$ cat config.mk
export PLATFORM = sky130hd
export DESIGN_NAME = fp2_res_unpack
export DESIGN_NICKNAME = d
export VERILOG_FILES = /design/src/rtl/fp2_res_unpack_pkg.sv /design/src/rtl/fp2_res_wr_demux.sv /design/src/rtl/fp2_res_unpack.sv
export SDC_FILE = /design/constraint.sdc
export NUM_CORES = 1
export LEC_CHECK = 0
export ABC_AREA = 1
export ABC_CLOCK_PERIOD_IN_PS = 2900
export CORE_MARGIN = 8
export CORE_UTILIZATION = 38
export CTS_BUF_LIST = sky130_fd_sc_hd__clkbuf_8
export DETAILED_ROUTE_END_ITERATION = 7
export PLACE_DENSITY = 0.95
export SLEW_MARGIN = 25
export SYNTH_ARGS = -nofsm -noshare
export SYNTH_HDL_FRONTEND = slang
export SYNTH_SLANG_ARGS = --single-unit
$ cat constraint.sdc
create_clock -name clk_i -period 2.9 [get_ports clk_i]
set_input_delay 0.87 -clock clk_i [delete_from_list [all_inputs] [get_ports clk_i]]
set_output_delay 0.87 -clock clk_i [all_outputs]
set_load 0.01 [all_outputs]
$ cat src/rtl/fp2_res_unpack_pkg.sv
// Shared sizing helpers, FSM encoding and target-pair selectors for the result unpacker.
package fp2_res_unpack_pkg;

    function automatic int unsigned clog2_min1(input int unsigned value);
        return (value <= 1) ? 1 : $clog2(value);
    endfunction

    // Digit count rounded up to even so every packed word holds two digits.
    function automatic int unsigned width_of(input int unsigned width_real);
        return ((width_real + 1) / 2) * 2;
    endfunction

    function automatic int unsigned res_depth_of(input int unsigned width_real);
        return width_of(width_real) / 2;
    endfunction

    typedef enum logic [2:0] {
        StIdle = 3'd0,
        StRead = 3'd1,
        StWrHi = 3'd2,
        StWrLo = 3'd3,
        StFin  = 3'd4
    } state_e;

    localparam logic TargetA = 1'b0;
    localparam logic TargetB = 1'b1;

endpackage

$ cat src/rtl/fp2_res_wr_demux.sv
// Steers one digit write (sub and add halves) to either the a-pair or the b-pair.
module fp2_res_wr_demux
    import fp2_res_unpack_pkg::*;
#(
    parameter int unsigned RADIX   = 32,
    parameter int unsigned WrAddrW = 4
) (
    input  logic               target_i,
    input  logic               wr_en_i,
    input  logic [WrAddrW-1:0] wr_addr_i,
    input  logic [RADIX-1:0]   sub_din_i,
    input  logic [RADIX-1:0]   add_din_i,
    output logic               mem_a_0_wr_en_o,
    output logic [WrAddrW-1:0] mem_a_0_wr_addr_o,
    output logic [RADIX-1:0]   mem_a_0_din_o,
    output logic               mem_a_1_wr_en_o,
    output logic [WrAddrW-1:0] mem_a_1_wr_addr_o,
    output logic [RADIX-1:0]   mem_a_1_din_o,
    output logic               mem_b_0_wr_en_o,
    output logic [WrAddrW-1:0] mem_b_0_wr_addr_o,
    output logic [RADIX-1:0]   mem_b_0_din_o,
    output logic               mem_b_1_wr_en_o,
    output logic [WrAddrW-1:0] mem_b_1_wr_addr_o,
    output logic [RADIX-1:0]   mem_b_1_din_o
);

    always_comb begin
        mem_a_0_wr_en_o   = 1'b0;
        mem_a_0_wr_addr_o = '0;
        mem_a_0_din_o     = '0;
        mem_a_1_wr_en_o   = 1'b0;
        mem_a_1_wr_addr_o = '0;
        mem_a_1_din_o     = '0;
        mem_b_0_wr_en_o   = 1'b0;
        mem_b_0_wr_addr_o = '0;
        mem_b_0_din_o     = '0;
        mem_b_1_wr_en_o   = 1'b0;
        mem_b_1_wr_addr_o = '0;
        mem_b_1_din_o     = '0;
        unique case (target_i)
            TargetA: begin
                mem_a_0_wr_en_o   = wr_en_i;
                mem_a_0_wr_addr_o = wr_addr_i;
                mem_a_0_din_o     = sub_din_i;
                mem_a_1_wr_en_o   = wr_en_i;
                mem_a_1_wr_addr_o = wr_addr_i;
                mem_a_1_din_o     = add_din_i;
            end
            TargetB: begin
                mem_b_0_wr_en_o   = wr_en_i;
                mem_b_0_wr_addr_o = wr_addr_i;
                mem_b_0_din_o     = sub_din_i;
                mem_b_1_wr_en_o   = wr_en_i;
                mem_b_1_wr_addr_o = wr_addr_i;
                mem_b_1_din_o     = add_din_i;
            end
            default: ;
        endcase
    end

endmodule

$ cat src/rtl/fp2_res_unpack.sv
// Reads packed two-digit Fp2 results and writes them digit by digit into the
// next multiplication's a- or b-operand memories.
module fp2_res_unpack
    import fp2_res_unpack_pkg::*;
#(
    parameter int unsigned RADIX      = 32,
    parameter int unsigned WIDTH_REAL = 14,
    localparam int unsigned RES_DEPTH = res_depth_of(WIDTH_REAL),
    localparam int unsigned RdAddrW   = clog2_min1(RES_DEPTH),
    localparam int unsigned WrAddrW   = clog2_min1(WIDTH_REAL)
) (
    input  logic                 clk_i,
    input  logic                 rst_ni,
    input  logic                 start_i,
    input  logic                 target_i,
    output logic                 busy_o,
    output logic                 done_o,
    output logic                 sub_res_rd_en_o,
    output logic [RdAddrW-1:0]   sub_res_rd_addr_o,
    input  logic [2*RADIX-1:0]   sub_res_dout_i,
    output logic                 add_res_rd_en_o,
    output logic [RdAddrW-1:0]   add_res_rd_addr_o,
    input  logic [2*RADIX-1:0]   add_res_dout_i,
    output logic                 mem_a_0_wr_en_o,
    output logic [WrAddrW-1:0]   mem_a_0_wr_addr_o,
    output logic [RADIX-1:0]     mem_a_0_din_o,
    output logic                 mem_a_1_wr_en_o,
    output logic [WrAddrW-1:0]   mem_a_1_wr_addr_o,
    output logic [RADIX-1:0]     mem_a_1_din_o,
    output logic                 mem_b_0_wr_en_o,
    output logic [WrAddrW-1:0]   mem_b_0_wr_addr_o,
    output logic [RADIX-1:0]     mem_b_0_din_o,
    output logic                 mem_b_1_wr_en_o,
    output logic [WrAddrW-1:0]   mem_b_1_wr_addr_o,
    output logic [RADIX-1:0]     mem_b_1_din_o
);

    localparam bit                 OddWidth = (WIDTH_REAL % 2) == 1;
    localparam logic [RdAddrW-1:0] LastWord = RdAddrW'(RES_DEPTH - 1);

    state_e             state_q, state_d;
    logic [RdAddrW-1:0] i_q, i_d;
    logic               target_q, target_d;
    logic [RADIX-1:0]   hold_sub_q, hold_sub_d;
    logic [RADIX-1:0]   hold_add_q, hold_add_d;

    logic               rd_en;
    logic [RdAddrW-1:0] rd_addr;
    logic               wr_en;
    logic [WrAddrW-1:0] wr_addr;
    logic [RADIX-1:0]   sub_din;
    logic [RADIX-1:0]   add_din;
    logic               last_word;

    assign last_word = (i_q == LastWord);

    always_ff @(posedge clk_i) begin
        if (!rst_ni) begin
            state_q    <= StIdle;
            i_q        <= '0;
            target_q   <= TargetA;
            hold_sub_q <= '0;
            hold_add_q <= '0;
        end else begin
            state_q    <= state_d;
            i_q        <= i_d;
            target_q   <= target_d;
            hold_sub_q <= hold_sub_d;
            hold_add_q <= hold_add_d;
        end
    end

    always_comb begin
        state_d    = state_q;
        i_d        = i_q;
        target_d   = target_q;
        hold_sub_d = hold_sub_q;
        hold_add_d = hold_add_q;
        rd_en      = 1'b0;
        rd_addr    = '0;
        wr_en      = 1'b0;
        wr_addr    = '0;
        sub_din    = '0;
        add_din    = '0;
        busy_o     = 1'b0;
        done_o     = 1'b0;
        case (state_q)
            StIdle: begin
                if (start_i) begin
                    target_d = target_i;
                    i_d      = '0;
                    state_d  = StRead;
                end
            end
            StRead: begin
                busy_o  = 1'b1;
                rd_en   = 1'b1;
                rd_addr = i_q;
                state_d = StWrHi;
            end
            StWrHi: begin
                busy_o     = 1'b1;
                wr_en      = 1'b1;
                wr_addr    = WrAddrW'({i_q, 1'b0});
                sub_din    = sub_res_dout_i[2*RADIX-1:RADIX];
                add_din    = add_res_dout_i[2*RADIX-1:RADIX];
                hold_sub_d = sub_res_dout_i[RADIX-1:0];
                hold_add_d = add_res_dout_i[RADIX-1:0];
                // With an odd digit count the last word's low half is padding.
                state_d    = (OddWidth && last_word) ? StFin : StWrLo;
            end
            StWrLo: begin
                busy_o  = 1'b1;
                wr_en   = 1'b1;
                wr_addr = WrAddrW'({i_q, 1'b1});
                sub_din = hold_sub_q;
                add_din = hold_add_q;
                if (!last_word) begin
                    // Prefetch the next word so WR_HI follows without a bubble.
                    rd_en   = 1'b1;
                    rd_addr = i_q + RdAddrW'(1);
                    i_d     = i_q + RdAddrW'(1);
                    state_d = StWrHi;
                end else begin
                    state_d = StFin;
                end
            end
            StFin: begin
                done_o  = 1'b1;
                state_d = StIdle;
            end
            default: state_d = StIdle;
        endcase
    end

    assign sub_res_rd_en_o   = rd_en;
    assign add_res_rd_en_o   = rd_en;
    assign sub_res_rd_addr_o = rd_addr;
    assign add_res_rd_addr_o = rd_addr;

    fp2_res_wr_demux #(
        .RADIX   (RADIX),
        .WrAddrW (WrAddrW)
    ) u_wr_demux (
        .target_i          (target_q),
        .wr_en_i           (wr_en),
        .wr_addr_i         (wr_addr),
        .sub_din_i         (sub_din),
        .add_din_i         (add_din),
        .mem_a_0_wr_en_o   (mem_a_0_wr_en_o),
        .mem_a_0_wr_addr_o (mem_a_0_wr_addr_o),
        .mem_a_0_din_o     (mem_a_0_din_o),
        .mem_a_1_wr_en_o   (mem_a_1_wr_en_o),
        .mem_a_1_wr_addr_o (mem_a_1_wr_addr_o),
        .mem_a_1_din_o     (mem_a_1_din_o),
        .mem_b_0_wr_en_o   (mem_b_0_wr_en_o),
        .mem_b_0_wr_addr_o (mem_b_0_wr_addr_o),
        .mem_b_0_din_o     (mem_b_0_din_o),
        .mem_b_1_wr_en_o   (mem_b_1_wr_en_o),
        .mem_b_1_wr_addr_o (mem_b_1_wr_addr_o),
        .mem_b_1_din_o     (mem_b_1_din_o)
    );

endmodule

== Yosys cells after proc, flatten, opt, wreduce, memory -nomap -nowiden ==
Index checks and enable logic that the tools add are counted.

* Register bits: 71
* Bits of input ports: 132
* Output and inout port bits: 158
* Logic and storage cells: 43

* $add $sub $neg: 1
* Equality and inequality tests: 7
* Muxes and demuxes: 24
* Reduce and logical (&&, ||, !) cells: 6

{| class="wikitable"
|+ Operators with widths
! cell !! number
|-
| $mux 32 || 4
|-
| $pmux 32 s2 || 2
|-
| $mux 3 || 5
|-
| $pmux 3 s2 || 2
|-
| $pmux 3 s4 || 1
|-
| $mux 4 || 2
|-
| $pmux 4 s2 || 1
|-
| $eq 3x2->1 const B || 2
|-
| $eq 3x3->1 const B || 2
|-
| $mux 1 || 6
|-
| $ne 2x2->1 const B || 2
|-
| $add 3x1->3 const B || 1
|-
| $eq 3x1->1 const B || 1
|-
| $logic_not 3->1 || 1
|-
| $reduce_and 3->1 || 1
|-
| $reduce_or 3->1 || 1
|-
| $pmux 1 s2 || 1
|-
| $reduce_and 2->1 || 1
|-
| $reduce_bool 2->1 || 1
|-
| $reduce_or 2->1 || 1
|}

== Longest topological paths before layout ==
Gate-level depths: netlist of the first run.

* Depth after elaboration: 4
* Gate-level depth with buffers: 8

== Modules after synthesis ==
A second synthesis of the first run with hierarchy kept.

* Cells, all modules: 796
* Area, all modules: 4,872.2 um^2

{| class="wikitable"
|+ Modules (own cells, without submodules)
! module !! instances !! cells an instance !! area an instance (um^2)
|-
| fp2_res_unpack || 1 || 495 || 3,666.0
|-
| fp2_res_wr_demux || 1 || 301 || 1,206.2
|}

== Worst setup path after synthesis of the first run ==
Ideal clock, no wire load.

* Path type: in2out
* Start point: input port start_i
* End point: output port sub_res_rd_addr_o[0]
* Arrival time: 1,605 ps
* Required time: 2,030 ps
* Setup slack: 425 ps
* Cell stages on the path: 5
* Path buffers: 1
* Cell sequence: nand3_1 > nand2_1 > nand2_1 > o22ai_1 > buf_4

{| class="wikitable"
|+ RTL lines
! element !! line !! source
|-
| from (decl) || fp2_res_unpack.sv:14 || <nowiki>input logic start_i,</nowiki>
|-
| to (decl) || fp2_res_unpack.sv:19 || <nowiki>output logic [RdAddrW-1:0] sub_res_rd_addr_o,</nowiki>
|}

==> impl_metrics.csv, run 1 <==
group,metric,value,unit
outcome,outcome,"finished clean",
cells_and_area,fill_cells,765,
cells_and_area,synthToLayoutAreaGrowth,87.2,%
timing,final_hold_viol_count,0,
worst_setup_path,reg2regPathDepth,10,
pwr,leakagePower,3.49,nW
clock_network,ctsHtreeMaxLevel,3,
cells_and_area,antenna_cells,0,
pwr,powerDensity,425,nW/µm²
global_routing,gr-total-overflow,0,
detailed_routing,drt_iter0_markers,271,
worst_setup_path,r2r-start,"state_q[2]",
timing,clock.fmax,349,MHz
clock_network,cts_tree,"yes",
timing,period_needed,2.87,ns
worst_setup_path,path_cells,"clkdlybuf4s50_1 -> nand3_1 -> nand2_2 -> nand2_2 -> o22ai_2 -> clkbuf_2",
cells_and_area,nets,982,
clock_network,worstSkewPairLatency,0.34,ns
logic_synthesis,yosysWarnings,0,
detailed_routing,viasPerCell,5.24,
detailed_routing,wl,18500,µm
clock_network,hold_buffers,0,
pwr,peakVddDrop,0.315,mV
floorplan,io_pins,290,
timing,tightestPinTransition,0.660,ns
logic_synthesis,synth_seq_area_share,36.9,%
detailed_routing,met2RoutedLength,9350,µm
clock_network,clk_path_buf_depth,2,
floorplan,die_h,117,µm
global_routing,grt_pass1_wl,26800,µm
worst_setup_path,worstReg2RegEnd,"hold_sub_q[11]",
worst_setup_path,r2r_slack,0.97,ns
flow_run,maxCapViolations,0,
timing,slew_headroom,56.0,%
global_routing,grt_max_degree,50,
timing,slew_viol_final,0,
clock_network,cts.sinks,71,
logic_synthesis,synthesis.nets,718,
logic_synthesis,synth-seq-cells,71,
timing,skew,0.0202,ns
timing,finalCritPeriodShare,98.8,%
worst_setup_path,arrival,2.00,ns
logic_synthesis,synth_area_per_cell,6.60,µm²
global_routing,grt.total_usage,25.2,%
detailed_routing,ant_nets,0,
floorplan,core,9820,µm²
global_routing,grt_pass1_vias,5158,
cells_and_area,drive_gt1_share,12.9,%
logic_synthesis,syn_inst,584,
worst_setup_path,worst-path-buf-inv,2,
timing,worst_slack,0.0343,ns
detailed_routing,dr_total_vias,5160,
worst_setup_path,start_kind,"primary input",
clock_network,cts_root_buf,"clkbuf_8",
placement,gp_congestion,0.875,
worst_setup_path,cp_slowest_cell,"clkdlybuf4s50_1",
placement,io_buffers,289,
hold_path,hp-class,"flop to flop",
floorplan,initial_core_util,39.2,%
detailed_routing,drc,0,
placement,dp_hpwl,12900,µm
detailed_routing,firstDrtPassIters,6,
cells_and_area,regArea,1430,µm²
detailed_routing,wl_per_cell,18.7,µm
worst_setup_path,critPathMostFrequentCell,"nand2_2",
hold_path,worstHoldStart,"state_q[2]",
timing,finalHoldWorstSlack,0.485,ns
floorplan,die-width,117,µm
detailed_routing,met3_wirelength,1950,µm
hold_path,hold_end,"state_q[0]",
hold_path,holdPathStages,1,
placement,place_ws,-0.346,ns
logic_synthesis,synth_cell_types,24,
floorplan,dieArea,13600,µm²
detailed_routing,dr.max_layer_used,"met4",
worst_setup_path,critPathKind,"primary input to output pin",
detailed_routing,wl_met1,6810,µm
clock_network,cts-buffers-inserted,9,
worst_setup_path,cp-end-kind,"output pin",
worst_setup_path,crit_fanout,2,
timing,finalSetupViolCount,0,
clock_network,path_clk_slew,0.09,ns
worst_setup_path,cp_data_required_time,2.03,ns
global_routing,antenna_found_initial,0,
logic_synthesis,synth.cell_area,3850,µm²
worst_setup_path,cp_top_family,"buffers and inverters",
worst_setup_path,critPathMaxStageDelay,0.49,ns
cells_and_area,multi_input_area,2200,µm²
timing,rsz0062_at_grt,"true",
floorplan,rows,36,
[worst reg2reg max path: cells and delay by family (launching register included)]
| kind | cells | cell delay (ns) |
|---|---|---|
| buffers and inverters | 6 | 1.05 |
| AND/OR/NAND/NOR | 4 | 0.43 |
| flip-flops | 1 | 0.39 |
[report_power, final]
part | total [W] | leakage, nW | internal (W) | switching (W)
Clock | 0.000856 | 0.113 | 0.000498 | 0.000358
Sequential | 0.00117 | 0.584 | 0.00109 | 0.0000814
Combinational | 0.00104 | 2.79 | 0.000513 | 0.000528
Total | 0.00307 | 3.49 | 0.00210 | 0.000968
[synthesized netlist by cell type]
cell type,instances,area share (%)
nand2_2,2,0.32
o21ai_0,55,7.1
and2_1,1,0.16
o21ai_1,13,1.7
nor2_4,1,0.29
o22ai_1,2,0.32
nor2_1,273,27
nor3_1,2,0.26
a31oi_1,1,0.16
a22oi_1,64,12
nand2_1,11,1.1
nand3_1,5,0.65
clkbuf_1,20,1.9
xor2_1,1,0.23
ha_1,2,0.65
inv_2,1,0.097
a21oi_1,3,0.39
inv_1,12,1.2
nor2_2,1,0.16
buf_2,18,2.3
dfxtp_1,71,37
buf_4,22,4.3
buf_6,2,0.58
buf_1,1,0.097
[cell usage in the layout, fill, tap and decap left out, types with 5 or more instances in the layout]
master             n
o21ai_0           55
dlygate4sd2_1     86
buf_12             8
a22oi_1           35
o21ai_1           13
nor2_1           272
clkbuf_2          22
a22oi_2           29
buf_4             12
dlymetal6s2s_1     8
bufbuf_16          6
clkdlybuf4s50_1  148
clkdlybuf4s15_1   23
nand2_1            9
nand3_1            5
inv_1             11
clkbuf_8          10
dfxtp_1           67
[logic make-up (layout without fill, tap and decap cells)]
family / count (synthesis) / in the layout / synth area share, %
fa+ha+maj: 2 / 2 / 0.649
xor+xnor: 1 / 1 / 0.227
compound gates: 138 / 138 / 22.2
simple gates: 296 / 296 / 29.5
flops: 71 / 71 / 36.9
buf+inv: 76 / 344 / 10.5
[per-stage QoR]
stage	power (W)	setup TNS [ns]	util (%)	area [µm²]	std cells
floorplan	0.00163	0	-	3850	584
global placement	0.00210	-4.68	68.5	6720	957
detailed placement	0.00213	-6.79	68.5	6720	957
CTS	0.00304	-0.321	72.5	7110	984
global route	0.00322	-0.365	73.4	7210	985
finish	0.00307	0	73.4	7210	985
[routing by layer]
metal / global-route usage (%) / vias to the layer above
met5: 0 / -
li1: - / 2433
met4: 9.81 / 0
met3: 7.86 / 28
met1: 26.3 / 2411
met2: 46.2 / 288
[worst max-delay path by stage]
| stage | end | slack, ns | start | cells past startpoint |
|---|---|---|---|---|
| 6_report | add_res_rd_addr_o[0] | 0.03 | start_i | 6 |
| 5_1_grt | mem_b_0_wr_addr_o[3] | -0.04 | target_q | 5 |
| 4_1_cts | mem_a_1_din_o[27] | -0.16 | state_q[2] | 8 |
| 3_5_place_dp | add_res_rd_addr_o[0] | -0.35 | start_i | 6 |
| 3_3_place_gp | sub_res_rd_addr_o[0] | -0.29 | start_i | 6 |
| 2_1_floorplan | sub_res_rd_addr_o[0] | 0.43 | start_i | 5 |
[area by class of cell]
class | count | share of cell area, %
repair buffers | 316 | 43.8
multi-input cells | 437 | 30.4
inverters | 13 | 0.677
well taps | 133 | 2.31
flip-flops and latches | 71 | 19.8
clock buffers | 10 | 1.91
clock inverters | 5 | 1.02
[state kept, by name (all words and copies together) (netlist names)]
| register | cells |
|---|---|
| i_q | 3 |
| state_q | 3 |
| target_q | 1 |
| hold_add_q | 32 |
| hold_sub_q | 32 |
[what timing repair did]
action                                  in CTS  in global routing
gates resized for setup                    147                103
setup buffers                                5                  1
pin swaps                                    1                  3
gates cloned                                 7                  0
endpoints found under the setup margin     136                 84
(Power assumes the default switching activity.)
==> run 2: changes to the inputs <==
Settings changed: ABC_CLOCK_PERIOD_IN_PS 2900 to 2600, CORE_UTILIZATION 38 to 32, PLACE_DENSITY 0.95 to 0.88.
Clock period 2.9 ns to 2.6 ns, I/O delays scaled along.
==> run 2 against run 1 <==
First-iteration DRC count is 7.4% higher. Final cell count is 3.9% higher. Combinational power is 13% higher. Critical endpoint is now mem_b_0_din_o[2].
==> impl_metrics.csv, run 2 (synthesized netlist as in run 1, its figures left out) <==
group,metric,value,unit
detailed_routing,wl,18000,µm
placement,placed_area,6910,µm²
global_routing,grt.total_usage,21.5,%
detailed_routing,viasPerCell,5.03,
detailed_routing,drt_iter0_markers,291,
detailed_routing,drc,0,
placement,dp_hpwl,12900,µm
timing,setup_tns,0,ns
worst_setup_path,critPathMaxStageDelay,0.37,ns
cells_and_area,final_cell_mix,"nor2_1 (269), clkdlybuf4s50_1 (139), clkbuf_2 (71)",
clock_network,worstSkewPairLatency,0.34,ns
worst_setup_path,worst-path-buf-inv,6,
detailed_routing,ant_nets,0,
worst_setup_path,arrival,1.81,ns
global_routing,antenna_found_initial,0,
detailed_routing,firstDrtPassIters,4,
worst_setup_path,critPathMostFrequentCell,"buf_6",
cells_and_area,reg_top3,"hold_add_q: 32 flops, hold_sub_q: 32 flops",
timing,slew_viol_final,0,
clock_network,cts-buffers-inserted,9,
placement,place_ws,-0.467,ns
pwr,leakagePower,3.38,nW
timing,rsz0062_at_grt,"true",
clock_network,cts.sinks,71,
clock_network,cts_root_buf,"clkbuf_8",
pwr,powerDensity,462,nW/µm²
cells_and_area,fin_area,7020,µm²
clock_network,ctsHtreeMaxLevel,3,
global_routing,grt_pass1_wl,27500,µm
pwr,peakVddDrop,0.227,mV
cells_and_area,drive_gt1_share,27.3,%
detailed_routing,dr_total_vias,5150,
cells_and_area,synthToLayoutAreaGrowth,82.1,%
worst_setup_path,start_kind,"flop",
timing,finalHoldWorstSlack,0.510,ns
floorplan,core,11900,µm²
timing,final_hold_viol_count,0,
cells_and_area,nets,1007,
worst_setup_path,path_cells,"inv_4 -> nand2_4 -> nor2_4 -> buf_6 -> buf_12 -> buf_4 -> buf_6 -> a22oi_2 -> nor2_1 -> buf_2",
detailed_routing,wl_per_cell,17.6,µm
timing,slew_headroom,54.0,%
timing,finalSetupViolCount,0,
placement,gp_congestion,0.850,
placement,io_buffers,289,
floorplan,die_h,126,µm
clock_network,path_clk_slew,0.07,ns
cells_and_area,stdcell_count,1023,
worst_setup_path,cp_data_required_time,1.82,ns
placement,dp.cells,994,
timing,tightestPinTransition,0.690,ns
clock_network,clk_path_buf_depth,2,
floorplan,dieArea,15800,µm²
timing,skew,0.00679,ns
hold_path,hp-class,"flop to flop",
clock_network,hold_buffers,0,
timing,worst_slack,0.0148,ns
worst_setup_path,crit_fanout,9,
worst_setup_path,cp_top_family,"buffers and inverters",
worst_setup_path,critPathKind,"flop to output pin",
floorplan,rows,40,
timing,finalCritPeriodShare,99.4,%
floorplan,initial_core_util,32.5,%
timing,clock.fmax,387,MHz
floorplan,die-width,126,µm
worst_setup_path,cp_slowest_cell,"dfxtp_4",
clock_network,cts_tree,"yes",
cells_and_area,antenna_cells,0,
timing,period_needed,2.59,ns
global_routing,gr-total-overflow,0,
global_routing,grt_pass1_vias,5229,
flow_run,maxCapViolations,0,
cells_and_area,final_common_cell,"nor2_1",
worst_setup_path,cp-end-kind,"output pin",
floorplan,io_pins,290,
outcome,outcome,"finished clean",
global_routing,grt_max_degree,38,
==> run 2: final timing paths <==
path	startpoint	endpoint	slack, ns	depth (start not counted)
max	state_q[2]	mem_b_0_din_o[2]	0.01	10
max reg2reg	state_q[2]	hold_add_q[24]	0.95	10
min	hold_sub_q[5]	hold_sub_q[5]	0.51	2
min reg2reg	hold_sub_q[5]	hold_sub_q[5]	0.51	2
==> run 2: what timing repair did <==
| item | 4_1_cts | 5_1_grt |
|---|---|---|
| buffers inserted | 6 | 7 |
| gates cloned | 4 | 0 |
| gates resized for setup | 300 | 211 |
| setup endpoints to repair | 152 | 142 |
| pin swaps | 2 | 12 |
==> run 2: per-stage QoR <==
step	util (%)	power (W)
after global placement	58.3	0.00240
final	59.1	0.00324
after global routing	59.1	0.00343
after CTS	60.9	0.00323
after floorplan	-	0.00181
after detailed placement	58.3	0.00242
==> run 2: where the power goes <==
part / switching (W) / internal (W) / total (W) / leakage (nW)
combinational: 0.000605 / 0.000561 / 0.00117 / 2.70
sequential: 0.0000892 / 0.00122 / 0.00130 / 0.584
clock: 0.000392 / 0.000380 / 0.000772 / 0.0937
total: 0.00109 / 0.00216 / 0.00324 / 3.38
==> run 2: routing by layer <==
layer / share of wire (%) / vias up / GRT usage (%) / wire length (µm)
li1: - / 2479 / - / -
met1: 39 / 2407 / 23.0 / 7080
met2: 51 / 243 / 39.0 / 9120
met3: 8.2 / 21 / 6.67 / 1480
met4: 1.8 / 0 / 7.81 / 322
met5: 0 / - / 0 / 0
==> run 2: cell type report <==
class	instances	area [µm²]
inverters	13	51.3
clock inverters	3	12.5
flip-flops and latches	71	1430
well taps	147	184
clock buffers	11	151
fillers	1073	4850
repair buffers	341	2930
multi-input cells	437	2260
==> run 2: tightest hold or removal path, cell delays in order, from the launching register on <==
cell     delay (ns)
dfxtp_1        0.33
o21ai_1        0.07
nor2_1         0.07
